[src/rtl/vga_scan_gen_pkg.sv]
// Shared 640x480@60 timing constants and helpers for the scan generator and the
// draw blocks that window on screen coordinates.
package vga_scan_gen_pkg;

  localparam int H_DISPLAY = 640;
  localparam int H_FRONT   = 16;
  localparam int H_SYNC    = 96;
  localparam int H_BACK    = 48;
  localparam int H_TOTAL   = H_DISPLAY + H_FRONT + H_SYNC + H_BACK;

  localparam int V_DISPLAY = 480;
  localparam int V_FRONT   = 10;
  localparam int V_SYNC    = 2;
  localparam int V_BACK    = 33;
  localparam int V_TOTAL   = V_DISPLAY + V_FRONT + V_SYNC + V_BACK;

  localparam int CLK_DIV   = 4;
  localparam int CNT_W     = 10;

  typedef struct packed {
    logic hsync;
    logic vsync;
    logic video_on;
  } scan_ctl_t;

  // Sync lines idle high, screen blanked.
  localparam scan_ctl_t CTL_IDLE = 3'b110;

  function automatic logic in_window(input logic [CNT_W-1:0] v,
                                     input logic [CNT_W-1:0] lo,
                                     input logic [CNT_W-1:0] hi);
    return (v >= lo) && (v < hi);
  endfunction

endpackage

[src/rtl/vga_scan_gen_delay_line.sv]
// Fixed-depth register chain with synchronous reset to a chosen value; every
// stage advances on every clock.
module delay_line #(
  parameter int               WIDTH   = 1,
  parameter int               DEPTH   = 1,
  parameter logic [WIDTH-1:0] RST_VAL = '0
) (
  input  logic             clk,
  input  logic             reset,
  input  logic [WIDTH-1:0] i_d,
  output logic [WIDTH-1:0] o_q
);

  logic [WIDTH-1:0] r_stage [DEPTH];

  always_ff @(posedge clk) begin
    if (reset) begin
      for (int i = 0; i < DEPTH; i++) r_stage[i] <= RST_VAL;
    end else begin
      r_stage[0] <= i_d;
      for (int i = 1; i < DEPTH; i++) r_stage[i] <= r_stage[i-1];
    end
  end

  assign o_q = r_stage[DEPTH-1];

endmodule

[src/rtl/vga_scan_gen.sv]
// VGA raster scan generator: pixel-rate divider, h/v counters and sync/blank
// decode, with the decoded controls delayed to line up with pixel readers.
module vga_scan_gen #(
  parameter int H_DISPLAY = vga_scan_gen_pkg::H_DISPLAY,
  parameter int H_FRONT   = vga_scan_gen_pkg::H_FRONT,
  parameter int H_SYNC    = vga_scan_gen_pkg::H_SYNC,
  parameter int H_BACK    = vga_scan_gen_pkg::H_BACK,
  parameter int V_DISPLAY = vga_scan_gen_pkg::V_DISPLAY,
  parameter int V_FRONT   = vga_scan_gen_pkg::V_FRONT,
  parameter int V_SYNC    = vga_scan_gen_pkg::V_SYNC,
  parameter int V_BACK    = vga_scan_gen_pkg::V_BACK,
  parameter int CLK_DIV   = vga_scan_gen_pkg::CLK_DIV,
  parameter int PIPE      = 1
) (
  input  logic       clk,
  input  logic       reset,
  output logic [9:0] x,
  output logic [9:0] y,
  output logic       p_tick,
  output logic       video_on,
  output logic       hsync,
  output logic       vsync,
  output logic       frame_tick
);

  import vga_scan_gen_pkg::*;

  localparam int H_TOT = H_DISPLAY + H_FRONT + H_SYNC + H_BACK;
  localparam int V_TOT = V_DISPLAY + V_FRONT + V_SYNC + V_BACK;
  localparam int DIV_W = (CLK_DIV > 1) ? $clog2(CLK_DIV) : 1;

  localparam logic [DIV_W-1:0] DIV_LAST = DIV_W'(CLK_DIV - 1);
  localparam logic [9:0] H_LAST = 10'(H_TOT - 1);
  localparam logic [9:0] V_LAST = 10'(V_TOT - 1);
  localparam logic [9:0] H_VIS  = 10'(H_DISPLAY);
  localparam logic [9:0] V_VIS  = 10'(V_DISPLAY);
  localparam logic [9:0] HS_LO  = 10'(H_DISPLAY + H_FRONT);
  localparam logic [9:0] HS_HI  = 10'(H_DISPLAY + H_FRONT + H_SYNC);
  localparam logic [9:0] VS_LO  = 10'(V_DISPLAY + V_FRONT);
  localparam logic [9:0] VS_HI  = 10'(V_DISPLAY + V_FRONT + V_SYNC);

  logic [DIV_W-1:0] r_div;
  logic [9:0]       r_h;
  logic [9:0]       r_v;
  logic             w_ptick;
  logic             w_h_end;
  logic             w_v_end;
  scan_ctl_t        w_raw;
  scan_ctl_t        w_out;

  assign w_ptick = (r_div == DIV_LAST);
  assign w_h_end = (r_h == H_LAST);
  assign w_v_end = (r_v == V_LAST);

  always_ff @(posedge clk) begin
    if (reset) begin
      r_div <= '0;
      r_h   <= '0;
      r_v   <= '0;
    end else begin
      r_div <= w_ptick ? '0 : r_div + DIV_W'(1);
      if (w_ptick) begin
        r_h <= w_h_end ? '0 : r_h + 10'd1;
        if (w_h_end) r_v <= w_v_end ? '0 : r_v + 10'd1;
      end
    end
  end

  always_comb begin
    w_raw          = CTL_IDLE;
    w_raw.hsync    = ~in_window(r_h, HS_LO, HS_HI);
    w_raw.vsync    = ~in_window(r_v, VS_LO, VS_HI);
    w_raw.video_on = (r_h < H_VIS) && (r_v < V_VIS);
  end

  // One stage is always present so PIPE=0 still yields a registered output.
  delay_line #(
    .WIDTH  ($bits(scan_ctl_t)),
    .DEPTH  (PIPE + 1),
    .RST_VAL(CTL_IDLE)
  ) u_ctl_dly (
    .clk  (clk),
    .reset(reset),
    .i_d  (w_raw),
    .o_q  (w_out)
  );

  assign x          = r_h;
  assign y          = r_v;
  assign p_tick     = w_ptick & ~reset;
  assign frame_tick = w_ptick & w_h_end & w_v_end & ~reset;
  assign video_on   = w_out.video_on;
  assign hsync      = w_out.hsync;
  assign vsync      = w_out.vsync;

endmodule

[config.mk]
export PLATFORM = sky130hd
export DESIGN_NAME = vga_scan_gen
export DESIGN_NICKNAME = d
export VERILOG_FILES = /design/src/rtl/vga_scan_gen_pkg.sv /design/src/rtl/vga_scan_gen_delay_line.sv /design/src/rtl/vga_scan_gen.sv
export SDC_FILE = /design/constraint.sdc
export NUM_CORES = 1
export LEC_CHECK = 0
export ABC_AREA = 1
export CAP_MARGIN = 0
export CORE_MARGIN = 5
export CORE_UTILIZATION = 42
export DETAILED_ROUTE_END_ITERATION = 10
export PLACE_DENSITY = 0.76
export SLEW_MARGIN = 20
export SYNTH_ARGS = -nofsm -noshare
export SYNTH_HDL_FRONTEND = slang
export SYNTH_SLANG_ARGS = --single-unit
[constraint.sdc]
create_clock -name clk -period 1.7 [get_ports clk]
set_input_delay 0.34 -clock clk [delete_from_list [all_inputs] [get_ports clk]]
set_output_delay 0.34 -clock clk [all_outputs]
set_load 0.02 [all_outputs]
==> results.cfg, run 1 <==
[run_status]
status = completed

[synthesis]
synth-edff-count = 0
synth_top_area_share_pct = 36.5
ys_top_cells_by_count = nand2_1 (48), nor2_1 (33), inv_1 (31)
ys_top_cells_by_area = dfxtp_1 (36%), nand2_1 (12%), nor2_1 (8.1%), inv_1 (7.6%), ha_1 (4.9%)
syn_area_per_cell_um2 = 7.08
synth_warnings = 0
ys_seq_area_share_pct = 36.5
yosys.area.top_type = dfxtp_1
synth_most_common_cell = nand2_1
synth_area_um2 = 1540
synth_nets = 225
ys_ff_latch = 28
netlist_instances = 217
synth.distinct_cells = 29
synth-async-reset-ratio_pct = 0
synth-main-ff-cell = dfxtp_1

[clocking]
cts_max_level = 1
cts_tree = yes
cts-root-buf = clkbuf_8
clockBufferDepth = 2
clock-sinks = 28
clkLatencyLatePin_ps = 280
numCtsBuffers = 3
cts_hold_buf = 0
cts.clk_slew.worst_paths_ps = 90

[die]
core-area_um2 = 3610
die_h_um = 70.5
start_util_pct = 42.6
dieArea_um2 = 4970
fp-row-count = 22
io-pin-count = 27
die_width_um = 70.5

[sta]
max_freq_mhz = 600
drv_slew = 0
tightest_slew_ps = 313
setup_viol = 0
worst_slack_ps = 32.8
period_share_pct = 98.1
timing_hold_violations_final = 0
rsz0062_at_grt = true
fin_skew_ps = 2.78
slew_headroom_pct = 78.9
finalCriticalPeriod_ps = 1670

[placed_design]
place_ws_ps = -340
gp_congestion = 0.895
post_dp_cell_area_um2 = 2120
hpwl_um = 2930
portBuffers = 26
dp.cells = 326

[global_routing]
grt-ovfl-total = 0
gr-usage-all-layers_pct = 15.6
antenna_found_initial = 0
grt_pass1_wl_um = 6360
grt_pass1_vias = 1514
grt_max_degree = 15

[routing]
via_count = 1538
wl_per_cell_um = 11.2
ant_nets = 0
drt-pass1-iter-count = 4
drtIter0Drc = 94
wirelength_um = 3710
drc = 0
vias_per_cell = 4.66

[finish]
stdcell_area_um2 = 2210
layout.cells.non_filler = 330
drive_gt1_share_pct = 26.2
area_delta_synth_final_pct = 43.6
n_antenna_cell = 0
multi_input_area_um2 = 860
fill_cells = 350
fin_nets = 292
regArea_um2 = 563
final_util_pct = 61.2

[flow_run]
max_cap_viol_count = 0

[critical_path]
crit_chain = ha_4 > nand2_2 > inv_2 > nand2_4 > nor2_4 > nand2_2 > nor2_2 > buf_6
critPathMostFrequentCell = nand2_2
max_stage_delay_ps = 360
r2r_setup_slack_ps = 210
crit_arrival_ps = 1330
crit_slowest_cell = dfxtp_2
r2r-start = x[0]
critPathRequiredTime_ps = 1360
cp_top_family = flip-flops
rr_worst_depth = 9
reg2reg_to = y[4]
crit_type = reg2out
crit_fanout = 2
path_buf_inv = 2
endpoint_kind = output pin
cp.depth = 8
worstSetupStartpointType = flip-flop

[min_path]
hp-start = u_ctl_dly.r_stage[0][0]
hold_end = u_ctl_dly.r_stage[0][3]
hold_class = reg2reg
min_path_cells = 2

[pwr]
power_density_nw_per_um2 = 503
finalPower_mw = 1.11
power_leakage_nw = 1.24
peakVddDrop_mv = 0.278
## how the worst max path moves through the flow
stage / startpoint / endpoint
after floorplan: x[1] / frame_tick
after global placement: reset / frame_tick
after detailed placement: reset / frame_tick
after CTS: y[1] / frame_tick
after global routing: x[0] / frame_tick
final: x[0] / frame_tick
## layout by cell type, fill, tap and decap left out, drive strengths merged
master / n
dfxtp: 28
buf: 40
clkdlybuf4s50: 4
o2111ai: 2
ha: 6
dlygate4sd2: 12
a21oi: 6
nor4: 2
o21ai: 5
nor2: 39
nor3: 8
o22ai: 1
dlymetal6s2s: 8
nand4: 7
nand3b: 1
inv: 36
xor2: 4
or2: 3
and2b: 1
clkbuf: 3
nand2: 53
nand3: 13
## registers in the layout (all words and copies together) (netlist names)
register,cells
y,10
u_ctl_dly.r_stage,6
x,10
r_div,2
## metal layers
| metal | share of wire [%] | GRT usage [%] |
|---|---|---|
| met1 | 47 | 19.3 |
| met2 | 50 | 27.5 |
| met3 | 3.2 | 2.16 |
| met5 | 0 | 0 |
| met4 | 0.54 | 4.89 |
## metrics by stage
step	hold WS, ps	setup TNS, ps
final	418	0
after global routing	433	-41.3
after CTS	421	-3.11
after detailed placement	398	-600
after global placement	392	-531
after floorplan	388	0
## where the power goes
part           internal (mW)  total [mW]  switching [mW]
clock                  0.160       0.368           0.208
sequential             0.666       0.671         0.00474
combinational         0.0279      0.0714          0.0435
## final cells by class
class | count | area share (%)
well taps | 48 | 2.72
repair buffers | 64 | 24.8
clock buffers | 3 | 1.87
flip-flops and latches | 28 | 25.5
multi-input cells | 151 | 39.0
inverters | 36 | 6.13
## timing repair
item,4_1_cts,5_1_grt
gates resized for setup,28,11
setup endpoints to repair,14,10
setup buffers,0,1
pin swaps,4,2
## kinds of logic (layout without fill, tap and decap cells)
group / after synthesis / count (layout) / share of synthesized area, %
compound gates: 14 / 14 / 5.13
xor+xnor: 4 / 4 / 2.28
fa+ha+maj: 6 / 6 / 4.89
buf+inv: 38 / 103 / 9.77
flops: 28 / 28 / 36.5
simple gates: 127 / 127 / 41.4
## worst min-delay path: stages, from the launching register on
cell and delay [ps]:
dfxtp_1 310, inv_1 40, nor2_1 30
Power figures use the tool's default switching activity.
==> run 2: changes to the inputs <==
--- a/config.mk
+++ b/config.mk
@@ -9,6 +9,7 @@
 export CAP_MARGIN = 0
 export CORE_MARGIN = 5
 export CORE_UTILIZATION = 42
+export CTS_CLUSTER_SIZE = 10
 export DETAILED_ROUTE_END_ITERATION = 10
 export PLACE_DENSITY = 0.76
 export SLEW_MARGIN = 20
==> results of run 2 <==
The final DEF is identical to that of run 1; final timing and power are the same.
